[config.mk]
export PLATFORM = sky130hd
export DESIGN_NAME = csel_adder_pipe
export DESIGN_NICKNAME = d
export VERILOG_FILES = /design/src/rtl/csel_adder_pkg.sv /design/src/rtl/csel_segment.sv /design/src/rtl/csel_adder_pipe.sv
export SDC_FILE = /design/constraint.sdc
export NUM_CORES = 1
export LEC_CHECK = 0
export CAP_MARGIN = 40
export CELL_PAD_IN_SITES_DETAIL_PLACEMENT = 0
export CELL_PAD_IN_SITES_GLOBAL_PLACEMENT = 1
export CORE_MARGIN = 4
export CORE_UTILIZATION = 46
export CTS_CLUSTER_DIAMETER = 50
export DETAILED_ROUTE_END_ITERATION = 7
export PLACE_DENSITY = 0.93
export SYNTH_ARGS = -nofsm -noshare
export SYNTH_HDL_FRONTEND = slang
export SYNTH_HIERARCHICAL = 1
export SYNTH_SLANG_ARGS = --single-unit
export TNS_END_PERCENT = 10
[constraint.sdc]
create_clock -name clk -period 19.65 [get_ports clk]
set_clock_uncertainty 0.1 [all_clocks]
set_input_delay 1.965 -clock clk [delete_from_list [all_inputs] [get_ports clk]]
set_output_delay 1.965 -clock clk [all_outputs]
set_load 0.03 [all_outputs]
[src/rtl/csel_adder_pkg.sv]
// Shared constants and types for the pipelined carry-select adder.
// Latency: n/a (package only).
// Backpressure: n/a (package only).
package csel_adder_pkg;

    // Number of carry-select segments across the operand width.
    function automatic int calc_nseg(input int width, input int seg);
        return (seg > 0) ? (width / seg) : 0;
    endfunction

    // Number of pipeline stages, each resolving sps segments.
    function automatic int calc_nstage(input int width, input int seg, input int sps);
        return (seg > 0 && sps > 0) ? ((width / seg) / sps) : 0;
    endfunction

    // Per-stage control record: valid bit and the running carry out of the
    // highest segment resolved so far. The partial sum and the pending upper
    // operand bits travel beside it with stage-dependent widths.
    typedef struct packed {
        logic vld;
        logic carry;
    } stage_ctl_t;

endpackage

[src/rtl/csel_segment.sv]
// One carry-select segment: two ripple adders (carry-in 0 and 1) and a select mux.
// Latency: combinational, zero cycles.
// Backpressure: none, purely combinational.
module csel_segment
    import csel_adder_pkg::*;
#(
    parameter int SEG = 8
) (
    input  logic [SEG-1:0] a_i,
    input  logic [SEG-1:0] b_i,
    input  logic           c_i,
    output logic [SEG-1:0] sum_o,
    output logic           cout_o
);

    logic [SEG:0]   c_lo;
    logic [SEG:0]   c_hi;
    logic [SEG-1:0] s_lo;
    logic [SEG-1:0] s_hi;

    // Both ripple chains evaluated speculatively, one per assumed carry-in.
    always_comb begin
        c_lo    = '0;
        c_hi    = '0;
        s_lo    = '0;
        s_hi    = '0;
        c_hi[0] = 1'b1;
        for (int i = 0; i < SEG; i++) begin
            s_lo[i]   = a_i[i] ^ b_i[i] ^ c_lo[i];
            c_lo[i+1] = (a_i[i] & b_i[i]) | (c_lo[i] & (a_i[i] ^ b_i[i]));
            s_hi[i]   = a_i[i] ^ b_i[i] ^ c_hi[i];
            c_hi[i+1] = (a_i[i] & b_i[i]) | (c_hi[i] & (a_i[i] ^ b_i[i]));
        end
    end

    assign sum_o  = c_i ? s_hi : s_lo;
    assign cout_o = c_i ? c_hi[SEG] : c_lo[SEG];

endmodule

[src/rtl/csel_adder_pipe.sv]
// Pipelined carry-select add/subtract; each stage resolves SPS segments of SEG bits.
// Latency: P = WIDTH/SEG/SPS cycles from acceptance to out_valid.
// Backpressure: whole pipe freezes while out_valid && !out_ready; in_ready mirrors the advance enable.
module csel_adder_pipe
    import csel_adder_pkg::*;
#(
    parameter int WIDTH = 64,
    parameter int SEG   = 8,
    parameter int SPS   = 2
) (
    input  logic             clk,
    input  logic             rst,
    input  logic             in_valid,
    output logic             in_ready,
    input  logic [WIDTH-1:0] a,
    input  logic [WIDTH-1:0] b,
    input  logic             cin,
    input  logic             sub,
    output logic             out_valid,
    input  logic             out_ready,
    output logic [WIDTH-1:0] sum,
    output logic             cout,
    output logic             ovf
);

    localparam int NSEG = calc_nseg(WIDTH, SEG);
    localparam int P    = calc_nstage(WIDTH, SEG, SPS);
    localparam int SPW  = SEG * SPS;

    if (SEG < 2) begin : g_err_seg
        $error("csel_adder_pipe: SEG must be at least 2");
    end
    if (WIDTH % SEG != 0) begin : g_err_width
        $error("csel_adder_pipe: WIDTH must be a multiple of SEG");
    end
    if (SPS < 1 || NSEG % SPS != 0) begin : g_err_sps
        $error("csel_adder_pipe: WIDTH/SEG must be a multiple of SPS");
    end

    logic             adv;
    logic [WIDTH-1:0] b_eff;
    logic             c0;
    logic             out_valid_q;
    logic [WIDTH-1:0] sum_q;
    logic             cout_q;
    logic             ovf_q;

    // A stalled result at the output freezes every stage, including the input.
    assign adv      = !(out_valid_q && !out_ready);
    assign in_ready = adv;

    // Subtraction is a + ~b + 1; the external carry-in only matters for add.
    assign b_eff = sub ? ~b : b;
    assign c0    = sub | cin;

    for (genvar k = 0; k < P; k++) begin : g_stage
        localparam int LO = k * SPW;
        localparam int HI = LO + SPW;

        logic             vld_in;
        logic             c_in;
        logic [WIDTH-1:LO] a_src;
        logic [WIDTH-1:LO] b_src;
        logic [HI-1:0]     psum_d;
        logic [SPS:0]      c_chain;

        if (k == 0) begin : g_head
            assign vld_in = in_valid;
            assign c_in   = c0;
            assign a_src  = a;
            assign b_src  = b_eff;
        end else begin : g_body
            assign vld_in            = g_stage[k-1].g_mid.ctl_q.vld;
            assign c_in              = g_stage[k-1].g_mid.ctl_q.carry;
            assign a_src             = g_stage[k-1].g_mid.pa_q;
            assign b_src             = g_stage[k-1].g_mid.pb_q;
            assign psum_d[LO-1:0]    = g_stage[k-1].g_mid.psum_q;
        end

        assign c_chain[0] = c_in;

        for (genvar s = 0; s < SPS; s++) begin : g_seg
            csel_segment #(
                .SEG (SEG)
            ) u_seg (
                .a_i    (a_src[LO+s*SEG +: SEG]),
                .b_i    (b_src[LO+s*SEG +: SEG]),
                .c_i    (c_chain[s]),
                .sum_o  (psum_d[LO+s*SEG +: SEG]),
                .cout_o (c_chain[s+1])
            );
        end

        if (k < P - 1) begin : g_mid
            stage_ctl_t         ctl_d;
            stage_ctl_t         ctl_q;
            logic [HI-1:0]      psum_q;
            logic [WIDTH-1:HI]  pa_q;
            logic [WIDTH-1:HI]  pb_q;

            assign ctl_d = '{vld: vld_in, carry: c_chain[SPS]};

            // Capture resolved low bits, the carry out of them, and the operand bits still to add.
            always_ff @(posedge clk or negedge rst) begin
                if (!rst) begin
                    ctl_q  <= '0;
                    psum_q <= '0;
                    pa_q   <= '0;
                    pb_q   <= '0;
                end else if (adv) begin
                    ctl_q  <= ctl_d;
                    psum_q <= psum_d;
                    pa_q   <= a_src[WIDTH-1:HI];
                    pb_q   <= b_src[WIDTH-1:HI];
                end
            end
        end else begin : g_last
            logic ovf_d;

            // Carry into the MSB is recovered from the MSB sum bit and its operand bits.
            assign ovf_d = a_src[WIDTH-1] ^ b_src[WIDTH-1] ^ psum_d[WIDTH-1] ^ c_chain[SPS];

            // Final stage doubles as the registered output, held while stalled.
            always_ff @(posedge clk or negedge rst) begin
                if (!rst) begin
                    out_valid_q <= 1'b0;
                    sum_q       <= '0;
                    cout_q      <= 1'b0;
                    ovf_q       <= 1'b0;
                end else if (adv) begin
                    out_valid_q <= vld_in;
                    sum_q       <= psum_d;
                    cout_q      <= c_chain[SPS];
                    ovf_q       <= ovf_d;
                end
            end
        end
    end

    assign out_valid = out_valid_q;
    assign sum       = sum_q;
    assign cout      = cout_q;
    assign ovf       = ovf_q;

endmodule

**Yosys cells after proc, flatten, opt, wreduce, memory -nomap -nowiden**

Index checks and enable logic that the tools add are counted.

- Register bits after elaboration: 361
- Logic and storage cells: 523
- Output and inout port bits: 68
- Input bits: 134

- Bitwise operators: 484
- Muxes and demuxes: 17
- Reductions and logical operators: 3

Operator list:

| kind | count |
|---|---|
| $xor 1x1->1 | 178 |
| $and 1x1->1 | 176 |
| $or 1x1->1 | 121 |
| $mux 64 | 1 |
| $mux 8 | 8 |
| $not 64->64 | 1 |
| $mux 1 | 8 |
| $not 1->1 | 8 |
| $logic_not 1->1 | 2 |
| $logic_and 1x1->1 | 1 |

**Longest topological paths before layout**

- Depth after elaboration: 20
- Mapped depth: 32
- Gate-level depth less buffers: 30

**Modules after synthesis**

Netlist, hierarchy kept.

Modules (own cells, without submodules):

| module | sequential area each (sq um) | cells each | area an instance (sq um) | times used |
|---|---|---|---|---|
| csel_adder_pipe | 9033.7 | 1549 | 14248.7 | 1 |
| csel_segment (g_stage[0].g_seg[0].u_seg ...) | 0.0 | 24 | 227.7 | 7 |
| csel_segment (g_stage[3].g_seg[1].u_seg) | 0.0 | 24 | 232.7 | 1 |

**Worst setup path before layout**

OpenSTA, ideal clock, no wires.

- Path kind: input -> register
- Start: input port sub
- End: register g_stage[0].g_mid.psum_q[15]
- Cell stages on the path: 31
- Buffers on the path: 2
- Data required time: 19485 ps
- Slack: 11519 ps
- Data arrival time: 7966 ps
- Setup time: 65 ps
- Cells stage by stage: buf_4 -> buf_4 -> or2_2 -> nor2_1 -> a21oi_1 -> fa_1 -> inv_1 -> fa_1 -> inv_1 -> fa_1 -> fa_1 -> fa_1 -> fa_1 -> inv_1 -> fa_1 -> inv_1 -> nor2_1 -> a21oi_1 -> fa_1 -> inv_1 -> fa_1 -> inv_1 -> fa_1 -> fa_1 -> fa_1 -> fa_1 -> inv_1 -> fa_1 -> inv_1 -> nand2_1 -> nand2_1

- Elaborated cells between the ends (all ways): 91
- Classes of those cells: mux: 3; bitwise: 88

RTL lines:

| element | line | source |
|---|---|---|
| start, declared | csel_adder_pipe.sv:18 | `input logic sub,` |
| $or 1x1->1 | csel_adder_pipe.sv:54 | `assign c0 = sub \| cin;` |
| via c0 | csel_adder_pipe.sv:42 | `logic c0;` |
| $mux 1 | csel_segment.sv:37 | `assign cout_o = c_i ? c_hi[SEG] : c_lo[SEG];` |
| via g_stage[0].c_chain[1] | csel_adder_pipe.sv:65 | `logic [SPS:0] c_chain;` |
| $mux 8 | csel_segment.sv:36 | `assign sum_o = c_i ? s_hi : s_lo;` |
| via g_stage[0].psum_d[15] | csel_adder_pipe.sv:64 | `logic [HI-1:0] psum_d;` |
| end signal, assigned | csel_adder_pipe.sv:112 | `psum_q <= psum_d;` |
| end, declared | csel_adder_pipe.sv:97 | `logic [HI-1:0] psum_q;` |

The timed path passes the listed nets, and every way through them passes these cells.
A chain may end at the register's enable or synchronous reset.

**Worst setup path after layout**

- Start: input port sub
- End: register g_stage[0].g_mid.psum_q[15]

- Longest elaborated chain between the ends: 19
- Elaborated cells between the ends (all ways): 91
- Classes of those cells: mux: 3; bitwise: 88

RTL lines:

| element | line | source |
|---|---|---|
| $mux 64 (*) | csel_adder_pipe.sv:53 | `assign b_eff = sub ? ~b : b;` |
| via b_eff[0] | csel_adder_pipe.sv:41 | `logic [WIDTH-1:0] b_eff;` |
| $and 1x1->1 / $xor 1x1->1 (equally long branches) | - |  |
| $or 1x1->1 | csel_segment.sv:32 | `c_hi[i+1] = (a_i[i] & b_i[i]) \| (c_hi[i] & (a_i[i] ^ b_i[i]));` |
| $and 1x1->1 | csel_segment.sv:32 |  |
| $or 1x1->1 | csel_segment.sv:32 |  |
| $and 1x1->1 | csel_segment.sv:32 |  |
| $or 1x1->1 | csel_segment.sv:32 |  |
| [6 not listed] | - |  |
| $and 1x1->1 | csel_segment.sv:32 |  |
| $or 1x1->1 | csel_segment.sv:32 |  |
| $and 1x1->1 | csel_segment.sv:32 |  |
| $or 1x1->1 | csel_segment.sv:32 |  |
| $mux 1 (*) | csel_segment.sv:37 |  |
| via g_stage[0].c_chain[1] | csel_adder_pipe.sv:65 |  |
| $mux 8 (*) | csel_segment.sv:36 |  |
| via g_stage[0].psum_d[15] | csel_adder_pipe.sv:64 |  |

Mark *: on every way through the listed nets, which the timed path passes. The rest lies on a longest branch.

==> impl_metrics.json <==
{
  "htreeDepth": 2,
  "cts_num_sinks": 361,
  "cap_violations": 0,
  "synth_common_cells": "nand2_1, dfrtp_1, inv_1",
  "synthAdderAreaFrac_pct": 8.219,
  "yosysTopAreaCell": "dfrtp_1",
  "powerDensity_nw_per_um2": 160.1,
  "hold_start": "sum[51]$_DFFE_PN0N_",
  "final_nets": 2121,
  "synth-seq-cells": 361,
  "root_buffer": "clkbuf_16",
  "muxShareOfSynthArea_pct": 0.06227,
  "antenna_found_initial": 1,
  "critPathLaunch": "sub",
  "wl_per_cell_um": 12.85,
  "grt_max_degree": 208,
  "post-cts-setup-buffers": 0,
  "synthFlopType": "dfrtp_1",
  "place_inst": 2326,
  "synth_top_cells_by_area": "dfrtp_1, nand2_1, fa_1, xnor2_1, inv_1",
  "syn_area_um2": 16080,
  "die-width_um": 194.9,
  "hpwl_um": 20590,
  "cts_buffers": 42,
  "routed_via_density": 4.533,
  "place.gp.congestion": 0.8055,
  "first_pass_iters": 5,
  "synth_compound_area_share_pct": 1.743,
  "max_stage_delay_ps": 490,
  "clockBufferDepth": 3,
  "routed_wl_um": 30860,
  "insertion_delay_ps": 530,
  "drc": 0,
  "dieArea_um2": 38000,
  "synthesis.nets": 1947,
  "cp-end-kind": "flip-flop",
  "vdd_drop_max_mv": 0.08278,
  "outcome": "finished clean",
  "cp_max_fo": 32,
  "crit_top_cell": "fa_1",
  "core_area_um2": 34540,
  "start_util_pct": 46.54,
  "grt_pass1_wl_um": 53400,
  "synth-simple-area-share_pct": 23.26,
  "ys_seq_area_share_pct": 56.20,
  "reg2reg_from": "g_stage[2].g_mid.pa_q[48]$_DFFE_PN0N_",
  "topRoutingLayerUsed": "met4",
  "track_usage_pct": 16.58,
  "synth.avg_cell_area_um2": 9.233,
  "layout_min_cycle_time_ps": 8254,
  "ys_types": 19,
  "area_growth_pct": 21.94,
  "hold_buffers": 0,
  "synth_top_family_by_area": "simple AND/OR/NAND/NOR gates",
  "timing.fmax_mhz": 121.1,
  "rsz0062_at_grt": "false",
  "ant_nets": 0,
  "die_y_um": 194.9,
  "worst_slew_pin_slew_ps": 917.7,
  "hold_class": "flip-flop to flip-flop",
  "gr-total-overflow": 0,
  "synthCells": 1741,
  "final_cells": 2402,
  "async_flop_share_pct": 100.0,
  "wl_met1_um": 13530,
  "final_util_pct": 56.75,
  "critPathKind": "input port to flip-flop",
  "drive_gt1_share_pct": 4.573,
  "yosys_warnings": 6,
  "fin_area_um2": 19600,
  "yosysMostFrequentCell": "nand2_1",
  "p_leak_nw": 10.04,
  "io_buffers": 201,
  "clk_pin_slew_ps": 60,
  "slew_viol_final": 0,
  "cp-start-kind": "input port",
  "met2_length_um": 15310,
  "synth_xor_area_share_pct": 4.086,
  "drtIter0Drc": 733,
  "cp.arrival_ps": 8620,
  "setup_viol": 0,
  "met3_length_um": 1141,
  "period_share_pct": 42.01,
  "cts_resized": 0,
  "cts_tree": "done",
  "place_area_um2": 18220,
  "row_count": 68,
  "crit_slowest_cell": "buf_4",
  "grt_pass1_vias": 11120,
  "yosysTopAreaCellShare_pct": 56.20,
  "cp_data_required_time_ps": 20010,
  "vias": 10890,
  "synth_edf_count": 0,
  "fin_tns_setup_ps": 0,
  "final_hold_viol_count": 0,
  "slew_headroom_pct": 38.82,
  "ios": 202
}
[registers in the layout, summed over array words and instances, names as in the netlist]
signal,count
g_stage.g_mid.psum_q,96
sum,64
cout,1
g_stage.c_in,3
g_stage.g_mid.pb_q,96
g_stage.vld_in,3
ovf,1
out_valid,1
g_stage.g_mid.pa_q,96
[path summary, 6_finish.rpt]
| path | to | slack (ps) | cells past startpoint |
|---|---|---|---|
| max | g_stage[0].g_mid.psum_q[15]$_DFFE_PN0N_ | 11400 | 31 |
| min | sum[51]$_DFFE_PN0N_ | 360 | 2 |
| max reg2reg | ovf$_DFFE_PN0N_ | 12830 | 29 |
| min reg2reg | sum[51]$_DFFE_PN0N_ | 360 | 2 |
| max in group asynchronous | g_stage[1].g_mid.pa_q[45]$_DFFE_PN0N_ | 16030 | 5 |
| min in group asynchronous | g_stage[0].g_mid.pa_q[54]$_DFFE_PN0N_ | 1390 | 1 |
[placed cells by master, fill, tap and decap left out, types with 2 or more instances in the layout]
| cell type | netlist | final |
|---|---|---|
| xor2_1 | 24 | 24 |
| fa_1 | 56 | 56 |
| buf_12 | 0 | 2 |
| clkdlybuf4s50_1 | 0 | 199 |
| nand2_1 | 982 | 982 |
| bufinv_16 | 0 | 2 |
| clkbuf_8 | 0 | 7 |
| a21oi_1 | 7 | 7 |
| inv_6 | 0 | 4 |
| clkbuf_1 | 6 | 6 |
| clkinv_4 | 0 | 5 |
| o21ai_0 | 49 | 49 |
| dfrtp_1 | 361 | 361 |
| clkinv_2 | 0 | 6 |
| ha_1 | 16 | 16 |
| nor2_1 | 7 | 7 |
| inv_8 | 0 | 2 |
| buf_16 | 0 | 4 |
| buf_4 | 19 | 10 |
| inv_1 | 97 | 97 |
| xnor2_1 | 51 | 51 |
| clkbuf_16 | 0 | 43 |
[final cells by class]
class	instances	area, µm²
multi-input cells	1196	6007
clock inverters	19	187.7
flip-flops and latches	361	9034
repair buffers	216	2232
inverters	98	375.4
diodes	1	2.502
well taps	455	569.3
fillers	3089	14940
clock buffers	56	1195
[worst max-delay path: cells and delay by family]
family | cells | cell delay, ps
XOR/XNOR | 1 | 180
buffers and inverters | 9 | 1060
adder cells (fa/ha/maj) | 15 | 4910
AO/OA/AOI/OAI | 2 | 150
AND/OR/NAND/NOR | 4 | 300
[stage by stage]
step / setup slack [ps] / total power [mW] / hold slack, ps
final: 11400 / 3.139 / 360.8
after global routing: 10900 / 3.424 / 375.5
after CTS: 11370 / 3.191 / 366.0
after detailed placement: 10820 / 2.412 / 351.7
after global placement: 10910 / 2.355 / 348.5
after floorplan: 11520 / 2.069 / 330.0
[routing by layer]
| layer | vias up | track usage (%) |
|---|---|---|
| met3 | 52 | 2.756 |
| li1 | 5543 | - |
| met4 | 0 | 5.508 |
| met5 | - | 0 |
| met2 | 168 | 28.06 |
| met1 | 5126 | 21.96 |
[power breakdown]
part	leakage [nW]	total [mW]	internal [mW]	switching, mW
logic	4.97	1.11	0.446	0.663
registers	4.38	1.27	1.08	0.192
clock network	0.684	0.762	0.458	0.304
[kinds of logic after synthesis]
logic type	Yosys count
adders and majority gates	72
AOI/OAI and AO/OA	56
xor gates and xnor gates	75
DFF	361
buffers and inverters	184
muxes	1
and+or+nand+nor	992
Note: power is estimated with default switching activity, not from simulation.
